`src/rtl/maf_pipe_slice_pkg.sv`:
```
// MAF pipeline stage word: field widths, bit offsets and pack/unpack helpers.
package maf_pipe_pkg;

  localparam int PROD_W = 75;
  localparam int SH_W   = 10;
  localparam int ESH_W  = 2;
  localparam int LVL_W  = 12;
  localparam int SGN_W  = 6;
  localparam int CONT_W = 3;
  localparam int DE_W   = 12;

  // LSB offsets, product at the bottom of the word, E at the top
  localparam int PROD_LSB = 0;
  localparam int SH_LSB   = PROD_LSB + PROD_W;
  localparam int ESH_LSB  = SH_LSB + SH_W;
  localparam int LVLP_LSB = ESH_LSB + ESH_W;
  localparam int LVLN_LSB = LVLP_LSB + LVL_W;
  localparam int SGN_LSB  = LVLN_LSB + LVL_W;
  localparam int CONT_LSB = SGN_LSB + SGN_W;
  localparam int D_LSB    = CONT_LSB + CONT_W;
  localparam int E_LSB    = D_LSB + DE_W;

  localparam int MAF_WORD_W = E_LSB + DE_W;

  typedef logic [MAF_WORD_W-1:0] maf_word_t;

  typedef struct packed {
    logic [DE_W-1:0]   e;
    logic [DE_W-1:0]   d;
    logic [CONT_W-1:0] cont;
    logic [SGN_W-1:0]  sgn;
    logic [LVL_W-1:0]  leveln;
    logic [LVL_W-1:0]  levelp;
    logic [ESH_W-1:0]  esh;
    logic [SH_W-1:0]   sh;
    logic [PROD_W-1:0] prod;
  } maf_stage_t;

  function automatic maf_word_t maf_pack(input maf_stage_t s);
    maf_word_t w;
    w = '0;
    w[PROD_LSB +: PROD_W] = s.prod;
    w[SH_LSB   +: SH_W]   = s.sh;
    w[ESH_LSB  +: ESH_W]  = s.esh;
    w[LVLP_LSB +: LVL_W]  = s.levelp;
    w[LVLN_LSB +: LVL_W]  = s.leveln;
    w[SGN_LSB  +: SGN_W]  = s.sgn;
    w[CONT_LSB +: CONT_W] = s.cont;
    w[D_LSB    +: DE_W]   = s.d;
    w[E_LSB    +: DE_W]   = s.e;
    return w;
  endfunction

  function automatic maf_stage_t maf_unpack(input maf_word_t w);
    maf_stage_t s;
    s.prod   = w[PROD_LSB +: PROD_W];
    s.sh     = w[SH_LSB   +: SH_W];
    s.esh    = w[ESH_LSB  +: ESH_W];
    s.levelp = w[LVLP_LSB +: LVL_W];
    s.leveln = w[LVLN_LSB +: LVL_W];
    s.sgn    = w[SGN_LSB  +: SGN_W];
    s.cont   = w[CONT_LSB +: CONT_W];
    s.d      = w[D_LSB    +: DE_W];
    s.e      = w[E_LSB    +: DE_W];
    return s;
  endfunction

endpackage

```
`src/rtl/maf_pipe_slice_if.sv`:
```
// Valid/ready beat channel carrying one packed MAF stage word.
interface maf_pipe_slice_if #(
  parameter int DATA_W = maf_pipe_pkg::MAF_WORD_W
) ();

  logic              valid;
  logic              ready;
  logic [DATA_W-1:0] data;

  modport master (output valid, output data, input ready);
  modport slave  (input valid, input data, output ready);

endinterface

```
`src/rtl/maf_pipe_slice_skid_stage.sv`:
```
// One elastic stage: main register plus skid register, ready is registered.
//
// state    | meaning
// ST_EMPTY | no beat held
// ST_FULL  | beat in main, skid free, upstream may push
// ST_SKID  | main and skid both hold beats, upstream blocked
module maf_skid_stage #(
  parameter int DATA_W = maf_pipe_pkg::MAF_WORD_W
) (
  input  logic              clk,
  input  logic              rstn,
  input  logic              flush_i,
  input  logic              in_valid_i,
  output logic              in_ready_o,
  input  logic [DATA_W-1:0] in_data_i,
  output logic              out_valid_o,
  input  logic              out_ready_i,
  output logic [DATA_W-1:0] out_data_o
);

  // state bits are {main_v, skid_v}
  localparam logic [1:0] ST_EMPTY = 2'b00;
  localparam logic [1:0] ST_FULL  = 2'b10;
  localparam logic [1:0] ST_SKID  = 2'b11;

  logic [1:0]        state_q, state_d;
  logic [DATA_W-1:0] main_q, main_d;
  logic [DATA_W-1:0] skid_q;
  logic              accept, consume;
  logic              ld_main, ld_skid, main_from_skid;

  assign in_ready_o  = ~state_q[0];
  assign out_valid_o = state_q[1];
  assign out_data_o  = main_q;

  assign accept  = in_valid_i & ~state_q[0];
  assign consume = state_q[1] & out_ready_i;

  assign main_d = main_from_skid ? skid_q : in_data_i;

  // next state and register load enables; flush overrides every transfer
  always_comb begin
    state_d        = state_q;
    ld_main        = 1'b0;
    ld_skid        = 1'b0;
    main_from_skid = 1'b0;
    case (state_q)
      ST_EMPTY: begin
        if (accept) begin
          state_d = ST_FULL;
          ld_main = 1'b1;
        end
      end
      ST_FULL: begin
        if (accept && consume) begin
          ld_main = 1'b1;
        end else if (accept) begin
          state_d = ST_SKID;
          ld_skid = 1'b1;
        end else if (consume) begin
          state_d = ST_EMPTY;
        end
      end
      ST_SKID: begin
        if (consume) begin
          state_d        = ST_FULL;
          ld_main        = 1'b1;
          main_from_skid = 1'b1;
        end
      end
      default: state_d = ST_EMPTY;
    endcase
    if (flush_i) begin
      state_d = ST_EMPTY;
      ld_main = 1'b0;
      ld_skid = 1'b0;
    end
  end

  // valid flags
  always_ff @(posedge clk or negedge rstn) begin
    if (!rstn) state_q <= ST_EMPTY;
    else       state_q <= state_d;
  end

  // data registers move only on their own load event
  always_ff @(posedge clk or negedge rstn) begin
    if (!rstn) begin
      main_q <= '0;
      skid_q <= '0;
    end else begin
      if (ld_main) main_q <= main_d;
      if (ld_skid) skid_q <= in_data_i;
    end
  end

endmodule

```
`src/rtl/maf_pipe_slice.sv`:
```
// Elastic MAF pipeline slice: DEPTH chained skid stages, flush, occupancy.
module maf_pipe_slice
  import maf_pipe_pkg::*;
#(
  parameter int  DATA_W = MAF_WORD_W,
  parameter int  DEPTH  = 1,
  localparam int CNT_W  = $clog2(2*DEPTH+1)
) (
  input  logic             clk,
  input  logic             rstn,
  maf_pipe_slice_if.slave  in_if,
  maf_pipe_slice_if.master out_if,
  input  logic             flush,
  output logic [CNT_W-1:0] occupancy
);

  logic              stg_valid [DEPTH+1];
  logic              stg_ready [DEPTH+1];
  logic [DATA_W-1:0] stg_data  [DEPTH+1];
  logic              acc, cons;
  logic [CNT_W-1:0]  occ_q, occ_d;

  // flush hides both ends so no transfer is counted during it
  assign stg_valid[0]     = in_if.valid & ~flush;
  assign stg_data[0]      = in_if.data;
  assign in_if.ready      = stg_ready[0] & ~flush;
  assign stg_ready[DEPTH] = out_if.ready & ~flush;
  assign out_if.valid     = stg_valid[DEPTH] & ~flush;
  assign out_if.data      = stg_data[DEPTH];

  for (genvar k = 0; k < DEPTH; k++) begin : g_stage
    maf_skid_stage #(.DATA_W(DATA_W)) u_stage (
      .clk         (clk),
      .rstn        (rstn),
      .flush_i     (flush),
      .in_valid_i  (stg_valid[k]),
      .in_ready_o  (stg_ready[k]),
      .in_data_i   (stg_data[k]),
      .out_valid_o (stg_valid[k+1]),
      .out_ready_i (stg_ready[k+1]),
      .out_data_o  (stg_data[k+1])
    );
  end

  assign acc  = in_if.valid & in_if.ready;
  assign cons = out_if.valid & out_if.ready;

  // occupancy tracks accepts minus consumes
  always_comb begin
    occ_d = occ_q;
    if (flush)             occ_d = '0;
    else if (acc && !cons) occ_d = occ_q + 1'b1;
    else if (cons && !acc) occ_d = occ_q - 1'b1;
  end

  // occupancy register
  always_ff @(posedge clk or negedge rstn) begin
    if (!rstn) occ_q <= '0;
    else       occ_q <= occ_d;
  end

  assign occupancy = occ_q;

endmodule

```
`src/flat_wrapper.sv`:
```
// flat-port wrapper written by rule: the top's interface ports become plain ports
module maf_pipe_slice_flat import maf_pipe_pkg::*;
#(
  parameter int  DATA_W = MAF_WORD_W,
  parameter int  DEPTH  = 1,
  localparam int CNT_W  = $clog2(2*DEPTH+1)
)
  (clk, rstn, flush, occupancy, in_if_valid, in_if_data, in_if_ready, out_if_valid, out_if_data, out_if_ready);
  maf_pipe_slice_if #(.DATA_W(DATA_W)) in_if_i ();
  maf_pipe_slice_if #(.DATA_W(DATA_W)) out_if_i ();
  input  logic clk;
  input  logic rstn;
  input  logic flush;
  output logic [CNT_W-1:0] occupancy;
  input wire logic [$bits(in_if_i.valid)-1:0] in_if_valid;
  input wire logic [$bits(in_if_i.data)-1:0] in_if_data;
  output wire logic [$bits(in_if_i.ready)-1:0] in_if_ready;
  output wire logic [$bits(out_if_i.valid)-1:0] out_if_valid;
  output wire logic [$bits(out_if_i.data)-1:0] out_if_data;
  input wire logic [$bits(out_if_i.ready)-1:0] out_if_ready;
  assign in_if_i.valid = in_if_valid;
  assign in_if_i.data = in_if_data;
  assign in_if_ready = in_if_i.ready;
  assign out_if_valid = out_if_i.valid;
  assign out_if_data = out_if_i.data;
  assign out_if_i.ready = out_if_ready;
  maf_pipe_slice #(.DATA_W(DATA_W), .DEPTH(DEPTH)) u_core (.clk(clk), .rstn(rstn), .in_if(in_if_i), .out_if(out_if_i), .flush(flush), .occupancy(occupancy));
endmodule
```
`config.mk`:
```
export PLATFORM = sky130hd
export DESIGN_NAME = maf_pipe_slice_flat
export DESIGN_NICKNAME = d
export VERILOG_FILES = /design/src/rtl/maf_pipe_slice_pkg.sv /design/src/rtl/maf_pipe_slice_if.sv /design/src/rtl/maf_pipe_slice_skid_stage.sv /design/src/rtl/maf_pipe_slice.sv /design/src/flat_wrapper.sv
export SDC_FILE = /design/constraint.sdc
export NUM_CORES = 1
export LEC_CHECK = 0
export ABC_AREA = 1
export CORE_ASPECT_RATIO = 1.25
export CORE_MARGIN = 2
export CORE_UTILIZATION = 45
export DETAILED_ROUTE_END_ITERATION = 6
export GPL_ROUTABILITY_DRIVEN = 0
export HOLD_SLACK_MARGIN = 0.12
export PLACE_DENSITY = 0.71
export RECOVER_POWER = 100
export SLEW_MARGIN = 40
export SYNTH_ARGS = -nofsm -noshare
export SYNTH_HDL_FRONTEND = slang
export SYNTH_HIERARCHICAL = 1
export SYNTH_SLANG_ARGS = --single-unit
export TNS_END_PERCENT = 50
```
`constraint.sdc`:
```
create_clock -name clk -period 2.38 [get_ports clk]
set_input_delay 0.476 -clock clk [delete_from_list [all_inputs] [get_ports clk]]
set_output_delay 0.476 -clock clk [all_outputs]
set_load 0.01 [all_outputs]
```
* After elaboration in Yosys (flattened, before gate mapping)
Cells that the tools add are included.
** Storage, ports and cells
- Register bits :: 292
- Bits of input ports :: 149
- Output and inout bits :: 148
** Cells by class
- Add/subtract/negate cells :: 2
- Eq/ne operators :: 6
- Multiplexer cells :: 20
- Bitwise gates (word level) :: 10
- Reductions and logical operators :: 8
** Operator list (number)
- $mux W144 :: 1
- $mux W2 :: 9
- $ne A3 B3 Y1 const B :: 3
- $and A1 B1 Y1 :: 8
- $mux W1 :: 8
- $pmux W2 S3 :: 1
- $eq A2 B2 Y1 const B :: 2
- $ne A4 B4 Y1 const B :: 1
- $reduce_and A4 Y1 :: 1
- $logic_and A1 B1 Y1 :: 3
- $pmux W1 S3 :: 1
- $reduce_bool A3 Y1 :: 1
- $add A2 B1 Y2 const B :: 1
- $logic_not A1 Y1 :: 2
- $logic_not A2 Y1 :: 1
- $not A1 Y1 :: 2
- $sub A2 B1 Y2 const B :: 1

* Logic depth before layout (Yosys ltp)
- Depth after elaboration :: 8
- Depth in mapped cells :: 13
- Mapped depth without buffers :: 10

* Hierarchy
Netlist, hierarchy kept.
** By module, submodules not included
- maf_skid_stage :: instances 1, cells an instance 1588, area each 12934.9 µm², sequential area each 7257.0 µm²
- maf_pipe_slice :: instances 1, cells an instance 34, area each 195.2 µm², sequential area each 50.0 µm²

* Worst setup path after synthesis
Ideal clock, no wire load.
- Path type :: input port to flip-flop
- Start point :: input flush
- End point :: register u_core.g_stage[0].u_stage.main_q[100]
- Setup time :: 0.117 ns
- Data arrival time :: 1.589 ns
- Required time :: 2.263 ns
- Setup slack :: 0.674 ns
- Stages on the path :: 13
- Path through :: inv_2 > nand2_2 > inv_1 > inv_1 > nor2_1 > nand3_1 > nand3_2 > buf_6 > nand2_4 > buf_6 > buf_6 > nand2_1 > nand2_1
** RTL lines
- start, declared :: RTL line flat_wrapper.sv:13 : input logic flush;
- end signal, assigned :: RTL line maf_pipe_slice_skid_stage.sv:92 : if (ld_main) main_q <= main_d;
- end, declared :: RTL line maf_pipe_slice_skid_stage.sv:27 : logic [DATA_W-1:0] main_q, main_d;

* Worst setup path in the final report
- Start point :: input flush
- End point :: output out_if_valid
** Between the ends
- Cells in the longest elaborated chain, start to end :: 2
** Ends and longest elaborated chain
- $not A1 Y1 :: RTL line maf_pipe_slice.sv:28 : assign out_if.valid = stg_valid[DEPTH] & ~flush;
- $and A1 B1 Y1 :: RTL line maf_pipe_slice.sv:28
- end, declared :: RTL line flat_wrapper.sv:18 : output wire logic [$bits(out_if_i.valid)-1:0] out_if_valid;
Every way passes these cells.

==> run summary <==
The flow ran to the end, and the final reports show no timing, DRC or antenna violations. The tools report the total met2 wirelength after detailed routing as 16,200 µm. The number of search-and-repair iterations in the first detailed-routing pass was 5.

The maximum fanout along the worst path is 6, and the required time at the worst-slack endpoint is 1.90 ns. The run gives 11,500 as the number of vias after detailed routing. The switching power share of the total is 31.0%, and the row count is 69. The worst stage delay on the critical path came out at 0.55 ns.

Half-perimeter wire length of the detailed placement result: 23,900 µm. The top layer reached by signal wires was met5. Once placement finished, the instance area stood at 0.0167 mm².

The total nets after synthesis is 1,775, and the starting density of the core is 45.9%. The total routed wire length on the met1 layer came out at 15,300 µm. At the end of the flow, the number of nets in the layout was 2,050. The longest clock path from root to sink contains 3 buffers. The tools report the global-route wire length before repair as 57,500 µm. The post-detailed-route via-to-cell ratio works out to 5.00.

The cell occurring most often along the worst timing path was sky130_fd_sc_hd__clkdlybuf4s50_1. In this run the tightest slew margin relative to its limit is 12.2%. In the final routed layout, each cell accounts on average for 15.3 µm. For the reported leakage power, the log shows 8.93 nW.

The clock period could shrink to 2.25 ns. Category of the critical setup timing path: in -> out. The ratio of cells with drive above 1 in the final layout was 5.78%; the final antenna-violating net count was 0. Derived from the worst setup path, the maximum achievable clock frequency is 445 MHz. For the hold violation count in the final report, the log shows 0. The logs give 2,254 for the placed cell count and 30 for the number of CTS-inserted buffers.

The analysis attributes to net switching a power of 0.00553 W. A synthesized cell averages 8.10 µm². At the pin with the least slew margin, the transition time is 1.32 ns. The overall die area was 0.0306 mm²; the final-layout setup total negative slack was 0 ns. Clock skew on the completed layout was measured at 0.00859 ns. For the number of sinks handled by clock tree synthesis, the log shows 292.

Grouping stages by cell kind, the critical path spends the most delay in buffers and inverters. The Yosys step of the flow raised 6 warnings. The largest vdd supply drop came out at 0.650 mV.

Power comes to 0.0178 W. The arrival time of the worst setup path was 1.77 ns. The wire length after detailed routing was 35,300 µm; the area inside the core boundary was 0.0286 mm². Combinational logic burns 28.4% of the power. The width of the die works out to 157 µm.

Relative to the synthesized area, the layout overhead comes to 34.7%. The run gives 0 as the remaining global-route overflow. The tools report the post-route DRC violation count as 0. The slowest stage of the critical path is the sky130_fd_sc_hd__clkdlybuf4s50_1 cell. The class of the most critical hold timing path is reg -> reg. Setup violations remaining at the end of the flow were counted as 0. For the cell-internal power, the log shows 0.0123 W. The tools report the kind of end point of the critical path as a primary output.

The number of buffers added on ports works out to 296. The library cells used most frequently in the layout, excluding fill and tap cells, are 595 x sky130_fd_sc_hd__nand2_1, 292 x sky130_fd_sc_hd__dfrtp_1, 287 x sky130_fd_sc_hd__o21ai_0. TritonCTS built the clock tree. The starting DRC count in detailed routing is 657, and the number of distinct library cells after synthesis is 21.

Type of element launching the critical path: an input pin. In this run the clock root is driven by a sky130_fd_sc_hd__clkbuf_16. The power per standard cell area works out to 1010 mW/mm².

The number of global-route vias before repair is 11,400, and the I/O pin total is 297. Worst hold slack: 0.461 ns. Walking the worst path, the cells encountered are clkdlybuf4s50_1 -> buf_4 -> nor2_1 -> clkdlybuf4s50_1. Global routing used 23.1% of the available tracks.

Of the total power, registers draw 44.5%. The number of synthesized register bits was 292. Y dimension of the die: 195 µm. The run gives 27.0% as the proportion of power drawn by the clock network. Leaving out fill and tap cells, the most frequent cell in the layout is sky130_fd_sc_hd__nand2_1. Pin count of the biggest net entering global routing: 87.

The share of the Yosys chip area taken by registers is 55.7%. For the initial antenna violation count, the log shows 6. The number of instances in the synthesized netlist was 1,622; the clock-pin transition on the worst setup and hold timing paths was 0.06 ns.

The tools report the clock latency reported for the late side of the worst-skew pair as 0.55 ns. Setup repair after global routing left no endpoint under its margin. The total buffers and inverters traversed by the critical path was 3. Dividing the final minimum period by the clock period gives 94.4%. The number of pins exceeding their max-slew limit in the final report was 0. The run gives 1 as the H-tree depth. Wire segments on met3 add up to 3110 µm in the final route.

The count of cells in the finished layout, fillers not included, comes to 2,311. The number of max-cap violations was 0; the cell area after synthesis was 0.0131 mm². The total non-filler cell area in the finished layout came out at 0.0177 mm².
[sequential cells by signal, summed over array words and instances (netlist names)]
signal	cells
u_core/g_stage.u_stage/out_data_o	144
u_core/g_stage.u_stage/state_q	2
u_core/occupancy	2
u_core/g_stage.u_stage/skid_q	144
[power groups by stage]
stage	clock, W	combinational [W]	sequential [W]
floorplan	0	0.00216	0.00824
global placement	0	0.00525	0.00801
detailed placement	0	0.00542	0.00804
CTS	0.00494	0.00547	0.00798
global route	0.00514	0.00573	0.00816
finish	0.00482	0.00507	0.00793
[area by class of cell]
type | instances | area [µm²]
Fill cell | 2450 | 10900
Sequential cell | 292 | 7310
Multi-Input combinational cell | 1059 | 4630
Timing Repair Buffer | 352 | 3630
Clock buffer | 45 | 918
Inverter | 162 | 608
Tap cell | 390 | 488
Clock inverter | 9 | 101
Antenna cell | 2 | 5.00
[synthesized netlist by cell type (all sizes together)]
master,n,area share [%]
ha,4,0.38
o21ai,288,11
nand2,599,17
dfrtp,292,56
buf,77,3.5
nor2,9,0.33
inv,162,4.6
nor3,1,0.12
clkbuf,32,0.91
nand4,4,0.19
nand3,154,6.0
[per-stage QoR]
| step | setup WS (ns) | util [%] |
|---|---|---|
| 3_5_place_dp | 0.0363 | 58.6 |
| 4_1_cts | 0.0118 | 62.2 |
| 3_3_place_gp | 0.0998 | 58.6 |
| 2_1_floorplan | 0.674 | - |
| 5_1_grt | 0.0490 | 61.9 |
| 6_report | 0.134 | 61.9 |
[worst reg2reg max path, cell delays in order (launching register included)]
cell                      delay, ns
sky130_fd_sc_hd__dfrtp_1       0.44
sky130_fd_sc_hd__inv_1         0.12
sky130_fd_sc_hd__ha_1          0.24
sky130_fd_sc_hd__nand3_1       0.18
sky130_fd_sc_hd__nand3_4       0.12
sky130_fd_sc_hd__nand2_1       0.29
sky130_fd_sc_hd__buf_4         0.48
sky130_fd_sc_hd__nand2_1       0.15
sky130_fd_sc_hd__nand2_1       0.08
[final timing paths]
check,to,start,cells after the start,slack [ns]
setup / recovery,out_if_valid,flush,4,0.13
min in group asynchronous,u_core/g_stage[0].u_stage/skid_q[108],rstn,2,0.76
hold reg to reg,u_core/g_stage[0].u_stage/out_data_o[108],u_core/g_stage[0].u_stage/out_data_o[108],2,0.46
hold / removal,u_core/g_stage[0].u_stage/out_data_o[108],u_core/g_stage[0].u_stage/out_data_o[108],2,0.46
max in group asynchronous,u_core/g_stage[0].u_stage/skid_q[55],rstn,3,0.44
setup reg to reg,u_core/g_stage[0].u_stage/out_data_o[77],u_core/g_stage[0].u_stage/state_q[0],8,0.22
[per-layer routing]
layer	vias up	global-route usage (%)
li1	5648	-
met1	5438	31.1
met2	400	37.4
met3	53	6.39
met4	8	4.99
met5	-	0
[kinds of logic after synthesis]
logic type               share of synthesized area, %
buffers and inverters                            9.08
adder cells (fa/ha/maj)                         0.381
AND/OR/NAND/NOR                                  23.9
flip-flops                                       55.7
AO/OA/AOI/OAI                                    11.0
[timing repair]
item,CTS,global route
endpoints found under the hold margin,40,0
gates resized for setup,1,1
endpoints found under the setup margin,1,1
setup buffers,0,0
hold buffers,1,0
(Power assumes the default switching activity.)
